## src/rtl/data_memory_arbiter_pkg.sv

```systemverilog
// data_memory_arbiter_pkg: FSM encoding and memory geometry shared with the core sequencer
package data_memory_arbiter_pkg;
  localparam int MEM_ADDR_WIDTH = 7;
  localparam int MEM_DATA_WIDTH = 8;
  typedef enum logic [2:0] {IDLE, SETUP, STROBE, WAIT, ACK} arbState_t;
endpackage

```

## src/rtl/data_memory_arbiter_pick.sv

```systemverilog
// round_robin_pick2: two-way round-robin choice; a held lock restricts eligibility to the owner
module round_robin_pick2 (
  input  logic req0,
  input  logic req1,
  input  logic lastGrant,
  input  logic lockHeld,
  input  logic owner,
  output logic grantValid,
  output logic grantId
);
  always_comb begin
    grantValid = lockHeld ? (owner ? req1 : req0) : (req0 | req1);
    grantId    = lockHeld ? owner : (req0 & req1) ? ~lastGrant : req1;
  end
endmodule

```

## src/rtl/data_memory_arbiter.sv

```systemverilog
// data_memory_arbiter: serialises two requesters onto the single-port data memory
// using round-robin arbitration plus a lock that keeps read-then-write pairs atomic.
module data_memory_arbiter
  import data_memory_arbiter_pkg::*;
#(
  parameter int ADDR_WIDTH = MEM_ADDR_WIDTH,
  parameter int DATA_WIDTH = MEM_DATA_WIDTH
) (
  input  logic                  clk,
  input  logic                  rstN,
  input  logic                  req0,
  input  logic                  req1,
  input  logic                  we0,
  input  logic                  we1,
  input  logic [ADDR_WIDTH-1:0] addr0,
  input  logic [ADDR_WIDTH-1:0] addr1,
  input  logic [DATA_WIDTH-1:0] wdata0,
  input  logic [DATA_WIDTH-1:0] wdata1,
  input  logic                  lock0,
  input  logic                  lock1,
  output logic                  ack0,
  output logic                  ack1,
  output logic [DATA_WIDTH-1:0] rdata0,
  output logic [DATA_WIDTH-1:0] rdata1,
  input  logic [DATA_WIDTH-1:0] memOut,
  output logic [DATA_WIDTH-1:0] memIn,
  output logic [ADDR_WIDTH-1:0] lineNumber,
  output logic                  memRead,
  output logic                  memWrite,
  output logic                  busy,
  output logic                  grantId
);
  arbState_t state, nextState;
  logic grantValid, pickId, weR, lastGrant, lockHeld, ownerReq, ownerLock, pickWe;
  round_robin_pick2 u_pick (
    .req0      (req0),
    .req1      (req1),
    .lastGrant (lastGrant),
    .lockHeld  (lockHeld),
    .owner     (grantId),
    .grantValid(grantValid),
    .grantId   (pickId)
  );
  assign busy      = state != IDLE;
  assign ownerReq  = grantId ? req1 : req0;
  assign ownerLock = grantId ? lock1 : lock0;
  assign pickWe    = pickId ? we1 : we0;
  always_ff @(posedge clk) begin
    if (!rstN) state <= IDLE;
    else state <= nextState;
  end
  always_comb begin
    nextState = state == IDLE   ? (grantValid ? SETUP : IDLE) :
                state == SETUP  ? STROBE :
                state == STROBE ? WAIT :
                state == WAIT   ? ACK : IDLE;
  end
  always_ff @(posedge clk) begin
    if (!rstN) begin
      ack0       <= 1'b0;
      ack1       <= 1'b0;
      memRead    <= 1'b0;
      memWrite   <= 1'b0;
      lineNumber <= '0;
      memIn      <= '0;
      rdata0     <= '0;
      rdata1     <= '0;
      grantId    <= 1'b0;
      weR        <= 1'b0;
      lastGrant  <= 1'b1;
      lockHeld   <= 1'b0;
    end else begin
      ack0     <= state == WAIT && !grantId;
      ack1     <= state == WAIT && grantId;
      memRead  <= state == SETUP && !weR;
      memWrite <= state == SETUP && weR;
      // Latching on the grant edge puts address and data on the pins throughout SETUP
      if (state == IDLE && grantValid) begin
        grantId    <= pickId;
        weR        <= pickWe;
        lineNumber <= pickId ? addr1 : addr0;
        if (pickWe) memIn <= pickId ? wdata1 : wdata0;
      end
      if (state == IDLE && lockHeld && !ownerReq && !ownerLock) lockHeld <= 1'b0;
      if (state == WAIT && !weR) begin
        if (grantId) rdata1 <= memOut;
        else rdata0 <= memOut;
      end
      if (state == ACK) begin
        lastGrant <= grantId;
        lockHeld  <= ownerLock;
      end
    end
  end
endmodule
```

## config.mk

```make
export PLATFORM = sky130hd
export DESIGN_NAME = data_memory_arbiter
export DESIGN_NICKNAME = d
export VERILOG_FILES = /design/src/rtl/data_memory_arbiter_pkg.sv /design/src/rtl/data_memory_arbiter_pick.sv /design/src/rtl/data_memory_arbiter.sv
export SDC_FILE = /design/constraint.sdc
export NUM_CORES = 1
export LEC_CHECK = 0
export BUFFER_PORTS_ARGS = -buffer_cell sky130_fd_sc_hd__clkbuf_2
export CORE_ASPECT_RATIO = 0.7
export CORE_UTILIZATION = 46
export DETAILED_ROUTE_END_ITERATION = 10
export GPL_ROUTABILITY_DRIVEN = 0
export PLACE_DENSITY = 0.8
export REMOVE_ABC_BUFFERS = 1
export SLEW_MARGIN = 20
export SYNTH_ARGS = -nofsm -noshare
export SYNTH_HDL_FRONTEND = slang
export SYNTH_HIERARCHICAL = 1
export SYNTH_SLANG_ARGS = --single-unit
```

## constraint.sdc

```tcl
create_clock -name clk -period 2.25 [get_ports clk]
set_clock_uncertainty 0.2 [all_clocks]
set_input_delay 0.225 -clock clk [delete_from_list [all_inputs] [get_ports clk]]
set_output_delay 0.225 -clock clk [all_outputs]
set_load 0.01 [all_outputs]
```

==> summary.md <==
| Metric | Value |
|---|---|
| Outcome | `finished, final reports clean` |
| Setup WS pre-CTS | `0.3203 ns` |
| Initial DRC Count | `38` |
| Maximum achievable frequency | `513.4 MHz` |
| Net Switching | `447.8 µW` |
| CTS Root Cell | `clkbuf_8` |
| Power per cell area | `676.9 nW/µm²` |
| Starting density of the core | `50.00%` |
| Hold/Removal Path Class | `primary input to register` |
| Rows | `18` |
| Commonest non-fill, non-tap cell in the layout | `clkbuf_2` |
| Port bufs | `82` |
| Clock buffer depth | `2` |
| Max stage delay on crit path | `0.73 ns` |
| Fin nets | `315` |
| Fin crit share | `86.57%` |
| Resize count post-CTS | `0` |
| Drt first pass iters | `3` |
| N_diodes | `0` |
| WL per Instance | `12.68 µm` |
| Switch share | `26.98%` |
| H-tree Lvls | `2` |
| P&R area growth vs syn | `33.61%` |
| DRT antenna net count | `0` |
| R2R setup slack | `0.30 ns` |
| DR vias | `1580` |
| CP Data Arrival Time | `1.90 ns` |
| FILL cells | `310` |
| Post-route setup slack | `0.3023 ns` |
| Die ar. | `4251 µm²` |
| Largest net degree at the start of global routing | `31` |
| Async SR Flop Fraction | `0%` |
| Global-route congestion overflow total | `0` |
| Layout cells sized above 1 | `37.41%` |
| Number of synthesis warnings | `6` |
| Max rail drop VDD | `0.4141 mV` |
| Distinct cells, synth | `31` |
| Worst path slowest cell | `or4b_1` |
| Worst path cell trace | `nand2_4, or4b_1, mux2i_1` |
| Worst Tran Pin Value | `0.4474 ns` |
| Max Cap Viol | `0` |
| GRT Util Overall | `19.88%` |
| Commonest non-fill, non-tap cells in the layout | `clkbuf_2 (82), dfxtp_1 (42), nand2_1 (34), mux2i_1 (33), o211a_1 (15)` |
| Clock sinks | `42` |
| Die Y | `54.85 µm` |
| CTS tree | `done` |
| Non-filler cells, final | `320` |
| Comb power frac | `19.6%` |
| Routed Wire Length | `4056 µm` |
| Drt via density | `4.938` |
| Num CTS Buffers | `5` |
| Fin. max-slew vios | `0` |
| CORE AREA | `3671 µm²` |
| CP startpoint | `state[1]$_SDFF_PP0_` |
| Seq pwr share | `51.0%` |
| Final setup vio count | `0` |
| Hold Slack | `0.08415 ns` |
| Leakage Power | `0.001311 µW` |
| Avg Cell Area, Syn | `10.20 µm²` |
| IO Count | `83` |
| Clock power frac | `29.4%` |
| Tmin final | `1.948 ns` |
| Register area share after synthesis | `45.81%` |
| Worst setup path category | `register to register` |
| Cell area after synthesis | `1836 µm²` |
| RSZ-0062 raised after global routing | `no` |
| FF-to-FF Start | `state[1]$_SDFF_PP0_` |
| Drt drc | `0` |
| Post-DP HPWL | `2884 µm` |
| Hold Violations, Final | `0` |
| Cells after synthesis | `180` |
| Clock slew at reported path FFs | `0.08 ns` |
| Global-route wire length before repair | `6486 µm` |
| CP endpoint kind | `register` |
| Vias in the first global route | `1486` |
| EDFF count, synth | `0` |
| R2r endpoint | `rdata1[4]$_SDFFE_PN0P_` |
| Internal | `1212 µW` |
| Worst setup path end | `rdata1[4]$_SDFFE_PN0P_` |
| Die width | `77.50 µm` |
| DP Cell Count | `304` |
| Startpoint types | `register` |
| Clk_lat worst skew | `0.28 ns` |
| Critical path fanouts, max | `9` |
| Critical path required time | `2.20 ns` |
| Reg2reg path depth | `3` |
| Relative slew slack | `70.17%` |
| Synthesis-stage register bit count | `42` |
| Antenna violations before repair | `0` |
| Ys flop type | `dfxtp_1` |
how the worst min path moves through the flow:
stage | startpoint | endpoint | slack, ns | cells past startpoint
6_report | lock0 | lockHeld$_SDFFE_PN0P_ | 0.08 | 3
5_1_grt | addr0[5] | lineNumber[5]$_SDFFE_PN0P_ | 0.11 | 4
4_1_cts | memOut[2] | rdata1[2]$_SDFFE_PN0P_ | 0.0004 | 3
3_5_place_dp | rdata0[4]$_SDFFE_PN0P_ | rdata0[4]$_SDFFE_PN0P_ | 0.25 | 2
3_3_place_gp | rdata0[0]$_SDFFE_PN0P_ | rdata0[0]$_SDFFE_PN0P_ | 0.25 | 2
2_1_floorplan | rstN | lastGrant$_SDFFE_PN1P_ | 0.09 | 1
cell type report:
cell class / instances / area (µm²) / area share [%]
clock inverters: 1 / 5.005 / 0.2041
inverters: 1 / 3.754 / 0.1531
multi-input cells: 123 / 918.4 / 37.45
clock buffers: 7 / 86.33 / 3.520
repair buffers: 96 / 535.5 / 21.84
well taps: 50 / 62.56 / 2.551
flip-flops and latches: 42 / 840.8 / 34.29
synth_stat cells (2+ instances only):
library cell / n / share of area (%)
buf_6: 3 / 1.8
nand2_1: 34 / 7.0
nor3b_1: 2 / 0.82
and2_1: 3 / 1.0
clkbuf_1: 4 / 0.82
nor3_1: 3 / 0.82
buf_2: 5 / 1.4
nor2_1: 4 / 0.82
nor2b_1: 4 / 1.4
nand3_1: 8 / 2.2
a21oi_1: 2 / 0.55
dfxtp_1: 42 / 46
nand2b_1: 2 / 0.68
o211a_1: 15 / 8.2
mux2i_1: 33 / 18
layer usage:
| layer | track usage (%) | part of all wire, % | vias up |
|---|---|---|---|
| met5 | 0 | 0 | - |
| met1 | 23.94 | 48 | 733 |
| met3 | 5.000 | 3.8 | 7 |
| met2 | 36.14 | 47 | 37 |
| met4 | 5.660 | 1.1 | 0 |
| li1 | - | - | 803 |
registers in the layout (all words and copies together) (netlist names), 3 cells and up:
signal      flops
lineNumber      7
rdata0          8
state           3
rdata1          8
memIn           8
power by group through the flow:
stage	Combinational, µW	Clock, µW	Sequential [µW]
floorplan	152	0	878
global placement	309	0	860
detailed placement	315	0	861
CTS	324	493	845
global route	358	535	854
finish	326	488	846
kinds of logic after synthesis:
| group | share of synthesized area (%) |
|---|---|
| xor gates and xnor gates | 0.4773 |
| muxes | 18.81 |
| DFF | 45.81 |
| buffers and inverters | 4.907 |
| and+or+nand+nor | 19.15 |
| AOI/OAI and AO/OA | 10.84 |
through the flow:
| stage | setup TNS [ns] | util (%) | area (µm²) | total power [µW] |
|---|---|---|---|---|
| after floorplan | -16.92 | - | 1749 | 1031 |
| after global placement | 0 | 62.13 | 2281 | 1169 |
| after detailed placement | 0 | 62.13 | 2281 | 1176 |
| after CTS | 0 | 66.26 | 2432 | 1663 |
| after global routing | 0 | 66.80 | 2452 | 1747 |
| final | 0 | 66.80 | 2452 | 1660 |
critical path: cells and delay by family (launching register included):
| family | cells | cell delay (ns) |
|---|---|---|
| and+or+nand+nor | 2 | 0.84 |
| muxes | 1 | 0.20 |
| DFF | 1 | 0.58 |
what timing repair did:
item	4_1_cts	5_1_grt
setup buffers	0	0
hold endpoints to repair	8	2
hold buffers	6	2
Power figures use the tool's default switching activity.
